--- config.mk ---
export PLATFORM = sky130hd
export DESIGN_NAME = adc_capture_ctrl_flat
export DESIGN_NICKNAME = d
export VERILOG_FILES = /design/src/rtl/adc_capture_ctrl_pkg.sv /design/src/rtl/adc_capture_ctrl_if.sv /design/src/rtl/adc_capture_ctrl_trig_detect.sv /design/src/rtl/adc_capture_ctrl.sv /design/src/flat_wrapper.sv
export SDC_FILE = /design/constraint.sdc
export NUM_CORES = 1
export LEC_CHECK = 0
export CAP_MARGIN = 20
export CORE_MARGIN = 2
export CORE_UTILIZATION = 40
export CTS_BUF_LIST = sky130_fd_sc_hd__clkbuf_4
export CTS_CLUSTER_SIZE = 28
export DETAILED_ROUTE_END_ITERATION = 16
export PLACE_DENSITY = 0.66
export SYNTH_ARGS = -nofsm -noshare
export SYNTH_HDL_FRONTEND = slang
export SYNTH_SLANG_ARGS = --single-unit
--- constraint.sdc ---
create_clock -name clk -period 3.04 [get_ports clk]
set_clock_uncertainty 0.1 [all_clocks]
set_input_delay 0.608 -clock clk [delete_from_list [all_inputs] [get_ports clk]]
set_output_delay 0.608 -clock clk [all_outputs]
set_load 0.02 [all_outputs]
--- src/rtl/adc_capture_ctrl_pkg.sv ---
// Shared types and constants for the ADC burst capture controller.
package adc_cap_pkg;

    typedef enum logic [1:0] {
        IDLE    = 2'd0,
        ARMED   = 2'd1,
        CAPTURE = 2'd2,
        FINISH  = 2'd3
    } state_t;

    localparam logic [1:0] TRIG_IMM  = 2'd0;
    localparam logic [1:0] TRIG_RISE = 2'd1;
    localparam logic [1:0] TRIG_FALL = 2'd2;

    localparam int unsigned MAX_LEN_DEFAULT = 4096;

endpackage

--- src/rtl/adc_capture_ctrl_if.sv ---
// ADC sample stream in, sample-RAM write bus out.
// adc_valid qualifies adc_data for exactly the cycle it is high; there is no back-pressure.
interface adc_capture_ctrl_if #(
    parameter int DATA_W = 12,
    parameter int ADDR_W = 16
);
    logic [DATA_W-1:0] adc_data;
    logic              adc_valid;
    logic [ADDR_W-1:0] ram_addr;
    logic [DATA_W-1:0] ram_data;

    modport master (input adc_data, input adc_valid, output ram_addr, output ram_data);
    modport slave  (output adc_data, output adc_valid, input ram_addr, input ram_data);
endinterface

--- src/rtl/adc_capture_ctrl_trig_detect.sv ---
// Threshold-crossing trigger: remembers the previous armed sample and flags the crossing sample.
module adc_trig_detect
    import adc_cap_pkg::*;
#(
    parameter int DATA_W = 12
) (
    input  logic              clk,
    input  logic              rst,
    input  logic              i_clear,
    input  logic              i_en,
    input  logic [1:0]        i_mode,
    input  logic [DATA_W-1:0] i_level,
    input  logic [DATA_W-1:0] i_data,
    input  logic              i_valid,
    output logic              o_trig_hit
);
    logic [DATA_W-1:0] r_prev;
    logic              r_prev_valid;
    logic              w_cond;

    always_ff @(posedge clk) begin
        if (rst || i_clear) begin
            r_prev       <= '0;
            r_prev_valid <= 1'b0;
        end else if (i_en && i_valid) begin
            r_prev       <= i_data;
            r_prev_valid <= 1'b1;
        end
    end

    // Reserved mode 3 falls into the default and behaves as immediate.
    always_comb begin
        w_cond = 1'b1;
        case (i_mode)
            TRIG_RISE: w_cond = r_prev_valid && (r_prev < i_level) && (i_data >= i_level);
            TRIG_FALL: w_cond = r_prev_valid && (r_prev > i_level) && (i_data <= i_level);
            default:   w_cond = 1'b1;
        endcase
        o_trig_hit = i_en && i_valid && w_cond;
    end
endmodule

--- src/rtl/adc_capture_ctrl.sv ---
// Triggered, decimated burst capture of an ADC stream into the sample RAM.
// ram_addr falling to 0 marks the end of a capture for the downstream reader.
module adc_capture_ctrl
    import adc_cap_pkg::*;
#(
    parameter int          DATA_W  = 12,
    parameter int          ADDR_W  = 16,
    parameter int unsigned MAX_LEN = MAX_LEN_DEFAULT,
    parameter int          DECIM_W = 8
) (
    input  logic                clk,
    input  logic                rst,
    input  logic                i_start,
    input  logic                i_abort,
    input  logic [ADDR_W-1:0]   i_capture_len,
    input  logic [DECIM_W-1:0]  i_decim,
    input  logic [1:0]          i_trig_mode,
    input  logic [DATA_W-1:0]   i_trig_level,
    adc_capture_ctrl_if.master  bus,
    output logic [ADDR_W-1:0]   o_read_length,
    output logic                o_busy,
    output logic                o_done,
    output state_t              o_dbg_state
);
    state_t              r_state, w_state_nxt;
    logic [ADDR_W-1:0]   r_len, w_len_nxt;
    logic [DECIM_W-1:0]  r_decim, w_decim_nxt;
    logic [DECIM_W-1:0]  r_dcnt, w_dcnt_nxt;
    logic [1:0]          r_mode, w_mode_nxt;
    logic [DATA_W-1:0]   r_level, w_level_nxt;
    logic [ADDR_W-1:0]   r_addr, w_addr_nxt;
    logic [DATA_W-1:0]   r_data, w_data_nxt;
    logic [ADDR_W-1:0]   r_rlen, w_rlen_nxt;
    logic                r_done, w_done_nxt;
    logic                r_fin, w_fin_nxt;
    logic                w_arm;
    logic                w_trig_hit;
    logic [ADDR_W-1:0]   w_len_clamped;

    assign w_len_clamped = (i_capture_len > ADDR_W'(MAX_LEN)) ? ADDR_W'(MAX_LEN) : i_capture_len;

    adc_trig_detect #(.DATA_W(DATA_W)) u_trig (
        .clk        (clk),
        .rst        (rst),
        .i_clear    (w_arm),
        .i_en       (r_state == ARMED),
        .i_mode     (r_mode),
        .i_level    (r_level),
        .i_data     (bus.adc_data),
        .i_valid    (bus.adc_valid),
        .o_trig_hit (w_trig_hit)
    );

    always_ff @(posedge clk) begin
        if (rst) begin
            r_state <= IDLE;
            r_len   <= '0;
            r_decim <= '0;
            r_dcnt  <= '0;
            r_mode  <= '0;
            r_level <= '0;
            r_addr  <= '0;
            r_data  <= '0;
            r_rlen  <= '0;
            r_done  <= 1'b0;
            r_fin   <= 1'b0;
        end else begin
            r_state <= w_state_nxt;
            r_len   <= w_len_nxt;
            r_decim <= w_decim_nxt;
            r_dcnt  <= w_dcnt_nxt;
            r_mode  <= w_mode_nxt;
            r_level <= w_level_nxt;
            r_addr  <= w_addr_nxt;
            r_data  <= w_data_nxt;
            r_rlen  <= w_rlen_nxt;
            r_done  <= w_done_nxt;
            r_fin   <= w_fin_nxt;
        end
    end

    always_comb begin
        w_state_nxt = r_state;
        w_len_nxt   = r_len;
        w_decim_nxt = r_decim;
        w_dcnt_nxt  = r_dcnt;
        w_mode_nxt  = r_mode;
        w_level_nxt = r_level;
        w_addr_nxt  = r_addr;
        w_data_nxt  = r_data;
        w_rlen_nxt  = r_rlen;
        w_done_nxt  = 1'b0;
        w_fin_nxt   = r_fin;
        w_arm       = 1'b0;
        case (r_state)
            IDLE: begin
                if (i_start && (w_len_clamped != '0)) begin
                    w_arm       = 1'b1;
                    w_len_nxt   = w_len_clamped;
                    w_decim_nxt = i_decim;
                    w_mode_nxt  = i_trig_mode;
                    w_level_nxt = i_trig_level;
                    w_state_nxt = ARMED;
                end
            end
            ARMED: begin
                if (i_abort) begin
                    w_state_nxt = IDLE;
                end else if (w_trig_hit) begin
                    // The trigger sample is sample 1 and consumes decimation slot 0.
                    w_addr_nxt  = ADDR_W'(1);
                    w_data_nxt  = bus.adc_data;
                    w_dcnt_nxt  = (r_decim == '0) ? '0 : DECIM_W'(1);
                    w_fin_nxt   = 1'b0;
                    w_state_nxt = (r_len == ADDR_W'(1)) ? FINISH : CAPTURE;
                end
            end
            CAPTURE: begin
                if (i_abort) begin
                    w_addr_nxt  = '0;
                    w_rlen_nxt  = r_addr;
                    w_done_nxt  = (r_addr != '0);
                    w_state_nxt = IDLE;
                end else if (bus.adc_valid) begin
                    w_dcnt_nxt = (r_dcnt == r_decim) ? '0 : r_dcnt + 1'b1;
                    if (r_dcnt == '0) begin
                        w_addr_nxt = r_addr + 1'b1;
                        w_data_nxt = bus.adc_data;
                        if ((r_addr + 1'b1) == r_len) begin
                            w_fin_nxt   = 1'b0;
                            w_state_nxt = FINISH;
                        end
                    end
                end
            end
            FINISH: begin
                // Hold the last address one extra cycle, then release it as the end marker.
                if (!r_fin) begin
                    w_fin_nxt = 1'b1;
                end else begin
                    w_addr_nxt  = '0;
                    w_rlen_nxt  = r_len;
                    w_done_nxt  = 1'b1;
                    w_state_nxt = IDLE;
                end
            end
            default: w_state_nxt = IDLE;
        endcase
    end

    assign bus.ram_addr  = r_addr;
    assign bus.ram_data  = r_data;
    assign o_read_length = r_rlen;
    assign o_done        = r_done;
    assign o_busy        = (r_state == ARMED) || (r_state == CAPTURE);
    assign o_dbg_state   = r_state;
endmodule

--- src/flat_wrapper.sv ---
// flat-port wrapper written by rule: the top's interface ports become plain ports
module adc_capture_ctrl_flat import adc_cap_pkg::*;
#(
    parameter int          DATA_W  = 12,
    parameter int          ADDR_W  = 16,
    parameter int unsigned MAX_LEN = MAX_LEN_DEFAULT,
    parameter int          DECIM_W = 8
)
  (clk, rst, i_start, i_abort, i_capture_len, i_decim, i_trig_mode, i_trig_level, o_read_length, o_busy, o_done, o_dbg_state, bus_adc_data, bus_adc_valid, bus_ram_addr, bus_ram_data);
  adc_capture_ctrl_if #(.DATA_W(DATA_W), .ADDR_W(ADDR_W)) bus_i ();
  input  logic clk;
  input  logic rst;
  input  logic i_start;
  input  logic i_abort;
  input  logic [ADDR_W-1:0] i_capture_len;
  input  logic [DECIM_W-1:0] i_decim;
  input  logic [1:0] i_trig_mode;
  input  logic [DATA_W-1:0] i_trig_level;
  output logic [ADDR_W-1:0] o_read_length;
  output logic o_busy;
  output logic o_done;
  output state_t o_dbg_state;
  input wire logic [$bits(bus_i.adc_data)-1:0] bus_adc_data;
  input wire logic [$bits(bus_i.adc_valid)-1:0] bus_adc_valid;
  output wire logic [$bits(bus_i.ram_addr)-1:0] bus_ram_addr;
  output wire logic [$bits(bus_i.ram_data)-1:0] bus_ram_data;
  assign bus_i.adc_data = bus_adc_data;
  assign bus_i.adc_valid = bus_adc_valid;
  assign bus_ram_addr = bus_i.ram_addr;
  assign bus_ram_data = bus_i.ram_data;
  adc_capture_ctrl #(.DATA_W(DATA_W), .ADDR_W(ADDR_W), .MAX_LEN(MAX_LEN), .DECIM_W(DECIM_W)) u_core (.clk(clk), .rst(rst), .i_start(i_start), .i_abort(i_abort), .i_capture_len(i_capture_len), .i_decim(i_decim), .i_trig_mode(i_trig_mode), .i_trig_level(i_trig_level), .bus(bus_i), .o_read_length(o_read_length), .o_busy(o_busy), .o_done(o_done), .o_dbg_state(o_dbg_state));
endmodule
# Yosys cells after proc, flatten, opt, wreduce, memory -nomap -nowiden

Index checks and enable logic that the tools add are counted.

Bits in registers: 107
Bits in latches: 0
Bits in writable memories: 0
Bits in read-only memories: 0
Input bits: 55
Output and inout bits: 48
Word-level logic and storage cells: 112
Memories: 0

Add/subtract/negate cells: 2
Multiply operators: 0
Divide/modulo/power cells: 0
$lt $le $gt $ge: 5
Equality and inequality tests: 21
Shift operators: 0
Mux-type cells: 47
Bitwise operators: 0
Reductions and logical operators: 24

Operator list:

| kind                  | count |
|---|---|
| $mux 16               | 9 |
| $mux 12               | 5 |
| $pmux 16 s3           | 1 |
| $mux 8                | 5 |
| $pmux 16 s2           | 1 |
| $reduce_bool 16->1    | 2 |
| $pmux 12 s2           | 1 |
| $reduce_and 6->1      | 3 |
| $add 16x1->16 const B | 1 |
| $eq 16x1->1 const B   | 1 |
| $eq 16x16->1          | 1 |
| $gt 16x13->1 const B  | 1 |
| $logic_not 8->1       | 2 |
| $mux 2                | 8 |
| $pmux 8 s2            | 1 |
| $ge 12x12->1          | 1 |
| $gt 12x12->1          | 1 |
| $le 12x12->1          | 1 |
| $lt 12x12->1          | 1 |
| $mux 1                | 12 |
| $ne 2x1->1 const B    | 5 |
| $ne 3x2->1 const B    | 3 |
| $add 8x1->8 const B   | 1 |
| $eq 8x8->1            | 1 |
| 16 further kinds      | 31 |

# Logic depth before layout (Yosys ltp)

Depth after elaboration: 8
Mapped depth: 12
Depth with buffers taken out: 11

# Hierarchy

Synthesis repeated with hierarchy kept, for this count alone.

Cell total of the unflattened synthesis: 714
Area, all modules: 5939.4 um^2

By module, submodules not included:

| module           | times used | cells each | area an instance (um^2) | sequential area each (um^2) |
|---|---|---|---|---|
| adc_capture_ctrl | 1          | 575        | 4839.6                  | 1881.8 |
| adc_trig_detect  | 1          | 139        | 1099.8                  | 260.2 |

# Worst setup path after synthesis

Ideal clock, no wire load.

Path type: input to register
Start: input bus_adc_data[11]
End: register u_core.r_addr[13], in the netlist u_core.bus.ram_addr[13]
Library setup time: 0.117 ns
Data arrival time: 2.855 ns
Data required time: 2.823 ns
Setup slack: -0.033 ns
Stages on the path: 10
Path buffers: 1
Cells stage by stage: ha_1 nand2_1 nor4_2 a22oi_1 or3_1 a311o_1 a21oi_1 buf_2 o21ai_0 a32o_1

Cells in the longest elaborated chain, start to end: 6
Elaborated cells between the ends (all ways): 8
Those cells by class: order compare: 2; eq/ne: 1; mux: 1; reduce/logical: 4

RTL lines:

| what                                         | line                                                                   | RTL |
|---|---|---|
| start: declaration                           | flat_wrapper.sv:23                                                     | `input wire logic [$bits(bus_i.adc_data)-1:0] bus_adc_data;` |
| $le 12x12->1 or $ge 12x12->1 (tied branches) | adc_capture_ctrl_trig_detect.sv:36, adc_capture_ctrl_trig_detect.sv:35 |  |
| $logic_and 1x1->1, on equally long branches  | adc_capture_ctrl_trig_detect.sv:36, adc_capture_ctrl_trig_detect.sv:35 |  |
| $pmux 1 s2 *                                 | adc_capture_ctrl_trig_detect.sv:34                                     | `case (i_mode)` |
| $logic_and 1x1->1 *                          | adc_capture_ctrl_trig_detect.sv:39                                     | `o_trig_hit = i_en && i_valid && w_cond;` |
| $ne 2x1->1 (no line) *                       | -                                                                      |  |
| $reduce_and 6->1 (no line) *                 | -                                                                      |  |
| end signal: assignment                       | adc_capture_ctrl.sv:74                                                 | `r_addr <= w_addr_nxt;` |
| end: declaration                             | adc_capture_ctrl.sv:31                                                 | `logic [ADDR_W-1:0] r_addr, w_addr_nxt;` |

Mark *: on every way between the ends. The rest lies on a longest branch, timed or not.
A chain may end at the register's enable or synchronous reset.

# Final worst setup path

Start: register u_core.r_level[9]
End: register u_core.r_addr[0], in the netlist u_core.bus.ram_addr[0]

Cells in the longest elaborated chain, start to end: 7
Elaborated cells between the ends (all ways): 12
Those cells by class: order compare: 4; eq/ne: 1; mux: 1; reduce/logical: 6

RTL lines:

| what                                                     | line                                                                   | RTL |
|---|---|---|
| start: declaration                                       | adc_capture_ctrl.sv:30                                                 | `logic [DATA_W-1:0] r_level, w_level_nxt;` |
| start signal: assignment                                 | adc_capture_ctrl.sv:73                                                 | `r_level <= w_level_nxt;` |
| $gt 12x12->1 or $lt 12x12->1 (tied branches)             | adc_capture_ctrl_trig_detect.sv:36, adc_capture_ctrl_trig_detect.sv:35 |  |
| $logic_and 1x1->1, on equally long branches (2 in a row) | adc_capture_ctrl_trig_detect.sv:36, adc_capture_ctrl_trig_detect.sv:35 |  |
| $pmux 1 s2 *                                             | adc_capture_ctrl_trig_detect.sv:34                                     |  |
| $logic_and 1x1->1 *                                      | adc_capture_ctrl_trig_detect.sv:39                                     |  |
| $ne 2x1->1 (no line) *                                   | -                                                                      |  |
| $reduce_and 6->1 (no line) *                             | -                                                                      |  |

Marked as above.

==> out/qor.csv <==
stage;metric;value;unit
status;status;finished, final reports clean;
cells_and_area;Final Util;0.5449;
logic_synthesis;syn nets;791;
placement;port buffer count;102;
detailed_routing;Vias/cell;5.576;
worst_setup_path;worst path cell trace;inv_2, ha_1, a21oi_1, o21ai_1, a21oi_2, a22oi_1, or3_4, a311o_2, a21oi_4, buf_12, buf_4, nor2_1, a211oi_1;
floorplan;# IOs;103;
flow_run;number of max-cap violations;0;
placement;placed instance count;983;
detailed_routing;DRC;0;
placement;dpl cell area;7207;um^2
worst_setup_path;Crit. End Element;flop;
detailed_routing;Initial DRC Count;387;
sta;Worst-Margin Slew;652.0;ps
worst_setup_path;CP required;3350;ps
worst_setup_path;reg-to-reg endpoint;u_core.bus.ram_addr[0]$_SDFFE_PP0P_;
cts;CTS tree;yes;
sta;Slew Viols, Final;0;
worst_setup_path;worst r2r src;u_core.r_level[9]$_SDFFE_PP0P_;
hold_path;hold endpoint;u_core.u_trig.r_prev[8]$_SDFFE_PP0P_;
placement;DP HPWL;12330;um
global_route;met2 Use GR;0.3514;
worst_setup_path;CP top delay family;compound AO/OA/AOI/OAI gates;
hold_path;Hold Path Origin;bus_adc_data[8];
logic_synthesis;Most used DFF post-synth;dfxtp_1;
cts;clock slew at reported path FFs;160;ps
detailed_routing;WL final;17260;um
global_route;total track usage;0.2245;
sta;final setup margin;72.55;ps
hold_path;WHS Path Cells;3;
worst_setup_path;Worst Path Max Fanout;5;
global_route;met3 usage;0.02976;
sta;Slew Limit Headroom;0.5607;
cts;total CTS buffers;9;
power;Max VDD drop;0.0001800;V
global_route;initial antenna violation count;1;
hold_path;min-delay worst type;primary input to flop;
cts;CTS Hold Buffers Added;0;
logic_synthesis;number of synthesized flops with an enable pin;0;
logic_synthesis;Seq/Total Area, Yosys;0.3712;
floorplan;Die W;124.1;um
logic_synthesis;syn avg cell area;8.220;um^2
floorplan;die area;15400;um^2
floorplan;row count;43;
power;pwr dens;431.8;nW/um^2
worst_setup_path;R2R depth;13;
cells_and_area;Final Non-Filler Cells;1006;
cells_and_area;# nets final;909;
worst_setup_path;startpoint types;flop;
worst_setup_path;crit path max-delay cell type;a311o_2;
cts;H-tree levels;3;
sta;Final min period;2967;ps
worst_setup_path;WS Path Type;flop to flop;
sta;FMAX;337.0;MHz
floorplan;Core ar.;13990;um^2
sta;Final Hold Vio Count;0;
cts;Longest Clk Path Bufs;2;
worst_setup_path;Buffers & Inverters on Critical Path;3;
worst_setup_path;Critical path origin;u_core.r_level[9]$_SDFFE_PP0P_;
logic_synthesis;number of cells produced by synthesis;702;
cells_and_area;Final Cell Area;7622;um^2
power;Static Leak;2.839;nW
global_route;GRT busiest layer;met2;
cts;clock latency on the worst-skew pair;490;ps
global_route;largest net degree at the start of global routing;81;
cts;Root Driver;clkbuf_4;
worst_setup_path;R2R Setup Slk;70;ps
logic_synthesis;flops & latches, synth;107;
cts;clock sinks;107;
detailed_routing;Final ANT Viol Nets;0;
sta;hold_ws;334.4;ps
global_route;total grt overflow;0;
logic_synthesis;Async SR Flop Fraction;0;
sta;Post-Route Setup TNS;0;ps
power;total chip power;3.292;mW
floorplan;die height;124.1;um
sta;Tcrit/Tclk final;0.9761;
detailed_routing;Vias;5609;
floorplan;Initial Util;0.4125;
global_route;first-pass GRT wire length;27020;um
logic_synthesis;cell area after synthesis;5771;um^2
cells_and_area;layout cells sized above 1;0.1527;
logic_synthesis;library cells used by synthesis;65;
detailed_routing;Detailed Routing Iterations Pass 1;5;
global_route;met1 Use GR;0.3157;
cells_and_area;synth-to-layout area growth;32.09;%
sta;endpoints failing setup;0;
logic_synthesis;Ys Warns;0;
global_route;vias in the first global route;5328;
placement;Final Wtd Congestion;0.9285;
worst_setup_path;WP data arrival;3280;ps
worst_setup_path;Slowest Stage Delay on Critical Path;440;ps
detailed_routing;WL/cell;17.16;um
placement;Post-Place Setup Slack;-647.2;ps
==> registers in the layout, indices dropped and copies added (netlist names) <==
name / cells
u_core.bus.ram_addr: 16
u_core.o_read_length: 16
u_core.r_len: 16
u_core.bus.ram_data: 12
u_core.r_level: 12
u_core.u_trig.r_prev: 12
u_core.r_dcnt: 8
u_core.r_decim: 8
u_core.o_dbg_state: 2
u_core.r_mode: 2
u_core.o_done: 1
u_core.r_fin: 1
u_core.u_trig.r_prev_valid: 1
==> per-layer routing <==
layer  up-vias  part of all wire
met5         -                 0
met4         0             0.014
met3        20             0.058
met2       195              0.45
met1      2661              0.47
li1       2733                 -
==> what timing repair did <==
item,CTS,global route
resized for setup,17,47
cloned,1,0
buffers inserted,2,3
setup endpoints to repair,31,35
hold endpoints to repair,0,0
pin swaps,13,23
==> cell usage in the layout (no fill, tap or decap), types with 8 or more instances in the layout <==
cell type | netlist | final
xnor2_1 | 20 | 20
o21ai_0 | 22 | 16
ha_4 | 0 | 8
inv_1 | 28 | 23
nand4_1 | 12 | 12
nor3_1 | 9 | 8
clkbuf_4 | 0 | 9
nand2_1 | 115 | 110
nand3_1 | 8 | 8
clkdlybuf4s50_1 | 0 | 89
dlymetal6s2s_1 | 0 | 8
mux2i_1 | 29 | 29
ha_1 | 34 | 25
nor2_1 | 60 | 59
a22o_1 | 12 | 12
nor4_1 | 16 | 16
a21oi_1 | 64 | 59
a211oi_1 | 20 | 20
a32o_1 | 8 | 8
dfxtp_2 | 0 | 12
dfxtp_1 | 107 | 95
buf_4 | 4 | 45
==> how the worst max path moves through the flow <==
| stage | end | cells after the start |
|---|---|---|
| after CTS | u_core.bus.ram_addr[1]$_SDFFE_PP0P_ | 12 |
| final | u_core.bus.ram_addr[0]$_SDFFE_PP0P_ | 13 |
| after detailed placement | u_core.bus.ram_addr[1]$_SDFFE_PP0P_ | 12 |
| after global placement | u_core.bus.ram_addr[1]$_SDFFE_PP0P_ | 12 |
| after floorplan | u_core.bus.ram_data[3]$_SDFFE_PP0P_ | 10 |
| after global routing | u_core.bus.ram_addr[9]$_SDFFE_PP0P_ | 12 |
==> cell type report <==
class / count / area [um^2]
multi-input cells: 521 / 3517
repair buffers: 152 / 1476
diodes: 1 / 2.502
inverters: 29 / 108.9
clock buffers: 9 / 67.56
clock inverters: 7 / 67.56
fillers: 1261 / 6366
well taps: 180 / 225.2
flip-flops and latches: 107 / 2157
==> cells by family (layout without fill, tap and decap cells) <==
family	Yosys count	after routing	share of synthesized area
AND/OR/NAND/NOR	269	269	0.2264
AO/OA/AOI/OAI	160	160	0.1806
flip-flops	107	107	0.3712
buffers and inverters	74	197	0.05204
adder cells (fa/ha/maj)	34	34	0.07372
multiplexers	30	30	0.05226
XOR/XNOR	28	28	0.04380
other	0	1	0
==> cells in the mapped netlist (2+ instances only) <==
| cell type | n | area share |
|---|---|---|
| nor2_1 | 60 | 0.039 |
| buf_2 | 6 | 0.0052 |
| ha_1 | 34 | 0.074 |
| nand3_1 | 8 | 0.0069 |
| nand3b_1 | 2 | 0.0026 |
| nand2_1 | 115 | 0.075 |
| nor3_1 | 9 | 0.0078 |
| xor2_1 | 7 | 0.011 |
| clkbuf_1 | 34 | 0.022 |
| o21ai_1 | 3 | 0.0026 |
| a22o_1 | 12 | 0.018 |
| a21oi_1 | 64 | 0.056 |
| a32o_1 | 8 | 0.014 |
| xnor2_1 | 20 | 0.030 |
| nor4_1 | 16 | 0.017 |
| dfxtp_1 | 107 | 0.37 |
| or4_1 | 7 | 0.0091 |
| and2_1 | 5 | 0.0054 |
| a31oi_1 | 6 | 0.0065 |
| a21o_1 | 5 | 0.0065 |
| and3_1 | 6 | 0.0065 |
| a211oi_1 | 20 | 0.026 |
| o21ai_0 | 22 | 0.019 |
| and4_1 | 2 | 0.0030 |
| and4b_1 | 2 | 0.0035 |
| or3_1 | 2 | 0.0022 |
| nor2b_1 | 2 | 0.0022 |
| nor3_2 | 2 | 0.0035 |
| a21oi_2 | 2 | 0.0030 |
| nor4b_1 | 4 | 0.0061 |
| mux2i_1 | 29 | 0.050 |
| nand2b_1 | 5 | 0.0054 |
| a311o_1 | 2 | 0.0035 |
| a31o_2 | 2 | 0.0030 |
| nand4_1 | 12 | 0.013 |
| buf_4 | 4 | 0.0052 |
| inv_1 | 28 | 0.018 |
==> power by group <==
part           internal [mW]  switching [mW]  leakage (nW)
combinational          0.461           0.537          1.90
clock                  0.248           0.491        0.0698
sequential              1.49          0.0656         0.873
==> worst register-to-register path, stage by stage, from the launching register on <==
cell and delay [ps]:
dfxtp_2 370, inv_2 50, ha_1 320, a21oi_1 140
o21ai_1 90, a21oi_2 140, a22oi_1 100, or3_4 360
a311o_2 440, a21oi_4 280, buf_12 160, buf_4 110
nor2_1 40, a211oi_1 190
No activity file was read; power rests on OpenSTA's default activity.
==> RTL edit (same settings) <==
`r_addr` and `r_data` no longer have a reset.
--- a/src/rtl/adc_capture_ctrl.sv
+++ b/src/rtl/adc_capture_ctrl.sv
@@ -61,4 +61,2 @@
             r_level <= '0;
-            r_addr  <= '0;
-            r_data  <= '0;
             r_rlen  <= '0;
@@ -73,4 +71,2 @@
             r_level <= w_level_nxt;
-            r_addr  <= w_addr_nxt;
-            r_data  <= w_data_nxt;
             r_rlen  <= w_rlen_nxt;
@@ -79,2 +75,7 @@
         end
+    end
+
+    always_ff @(posedge clk) begin
+        r_addr <= w_addr_nxt;
+        r_data <= w_data_nxt;
     end
Behaviour: differs if rst is asserted again (counterexample within 4 cycles, from zero or initial values and one cycle with rst high); with rst held inactive, the same outputs for 4 cycles.
==> RTL edit against the unedited design <==
- die area down 0.82%
- via count down 7.0%
- first-iteration DRC count up 55%
- count of clock-buffer cells in the layout unchanged
- largest power group unchanged
- design area up 1.4%
- area after synthesis down 0.85%
- sequential cell count unchanged
- wire length down 6.6%
- critical endpoint is now u_core.o_dbg_state[0]
- global-route usage down 1.5 points
- total power up 3.3%
- setup slack worse by 0.059 ns
==> RTL edit: results <==
[status]
outcome = "finished, final reports clean"

[global_route]
via_count_of_the_first_global_routing_pass = 5025
pin_count_of_the_biggest_net_entering_global_routing = 33
grtUsageTotal_pct = 21.0
met3_usage_pct = 3.30
grt_pass1_wl_mm = 25.0

[critical_path]
worst_ep_arrival_ns = 3.33
r2r_slack_ns = 0.01
crit_family = "simple AND/OR/NAND/NOR gates"
worstRegToRegCells = 8
critPathSlowestCell = "or4_4"
r2r_start = "u_core.bus.ram_addr[7]"
slowest_delay_ns = 0.57

[drt]
met1Wirelength_mm = 7.22
drt-total-wl_mm = 16.1
routed-wl-met3_um = 864
routed_met2_length_mm = 7.74
vias = 5219

[min_path]
hp-start = "u_core.u_trig.r_prev[2]"
min_path_cells = 2
whs_endpoint = "u_core.u_trig.r_prev[2]"

[place]
post-dp-hpwl_mm = 12.1
dp_slack_ns = -0.370
dpl.cell_count = 918
post_dp_cell_area_um2 = 7370
gp_congestion = 0.877

[synth]
muxShareOfSynthArea_pct = 7.54
synth_top_cells_by_area = "dfxtp_1 (28%), edfxtp_1 (15%), ha_1 (7.4%), mux2i_1 (7.3%), nor2_1 (4.9%)"
yosys.area_share.xor_xnor_pct = 5.01
synth_nets = 697
synth_adder_area_share_pct = 7.43
yosys-top-cells-count = "dfxtp_1 (79), nor2_1 (75), nand2_1 (51)"

[layout]
fraction_of_final_layout_cells_with_drive_strength_greater_than_1_pct = 15.5
finish.net_count = 853
post_layout_nonfiller_instances = 950
nonClockBufferCount = 176
layout-area-overhead-vs-synth_pct = 35.1
fraction_of_area_in_registers_pct = 31.3
final_layout_fill_cell_count = 1213
multi_input_cells = 439
bufAreaShareNonClock_pct = 21.1

[pwr]
ir_drop_v = 0.000176
comb-power_w = 0.00107
internal_power_w = 0.00226

[sta]
worstMarginPinSlew_ns = 0.618

[clock_tree]
clock_edge_transition_at_the_registers_on_the_reported_setup_and_hold_paths_ns = 0.18
-- RTL edit: kinds of logic (layout without fill, tap and decap cells) --
family,count (synthesis),in the layout
mux,43,43
simple gates,220,220
xor+xnor,28,28
compound gates,114,114
buf+inv,62,223
flops,107,107
other cells,0,1
fa+ha+maj,34,34
-- RTL edit: what timing repair did --
item / CTS / global route
endpoints found under the setup margin: 3 / 27
buffers inserted: 3 / 13
resized for setup: 10 / 15
pin swaps: 5 / 8
endpoints found under the hold margin: 0 / 0
-- RTL edit: worst max path at each step --
stage / endpoint / slack, ns / cells past startpoint
final: u_core.o_dbg_state[0] / 0.01 / 8
after global routing: u_core.o_dbg_state[0] / -0.13 / 8
after CTS: u_core.o_dbg_state[0] / 0.007 / 9
after detailed placement: u_core.bus.ram_addr[6] / -0.37 / 11
after global placement: u_core.bus.ram_addr[5] / -0.29 / 11
after floorplan: u_core.o_dbg_state[0] / 0.01 / 9
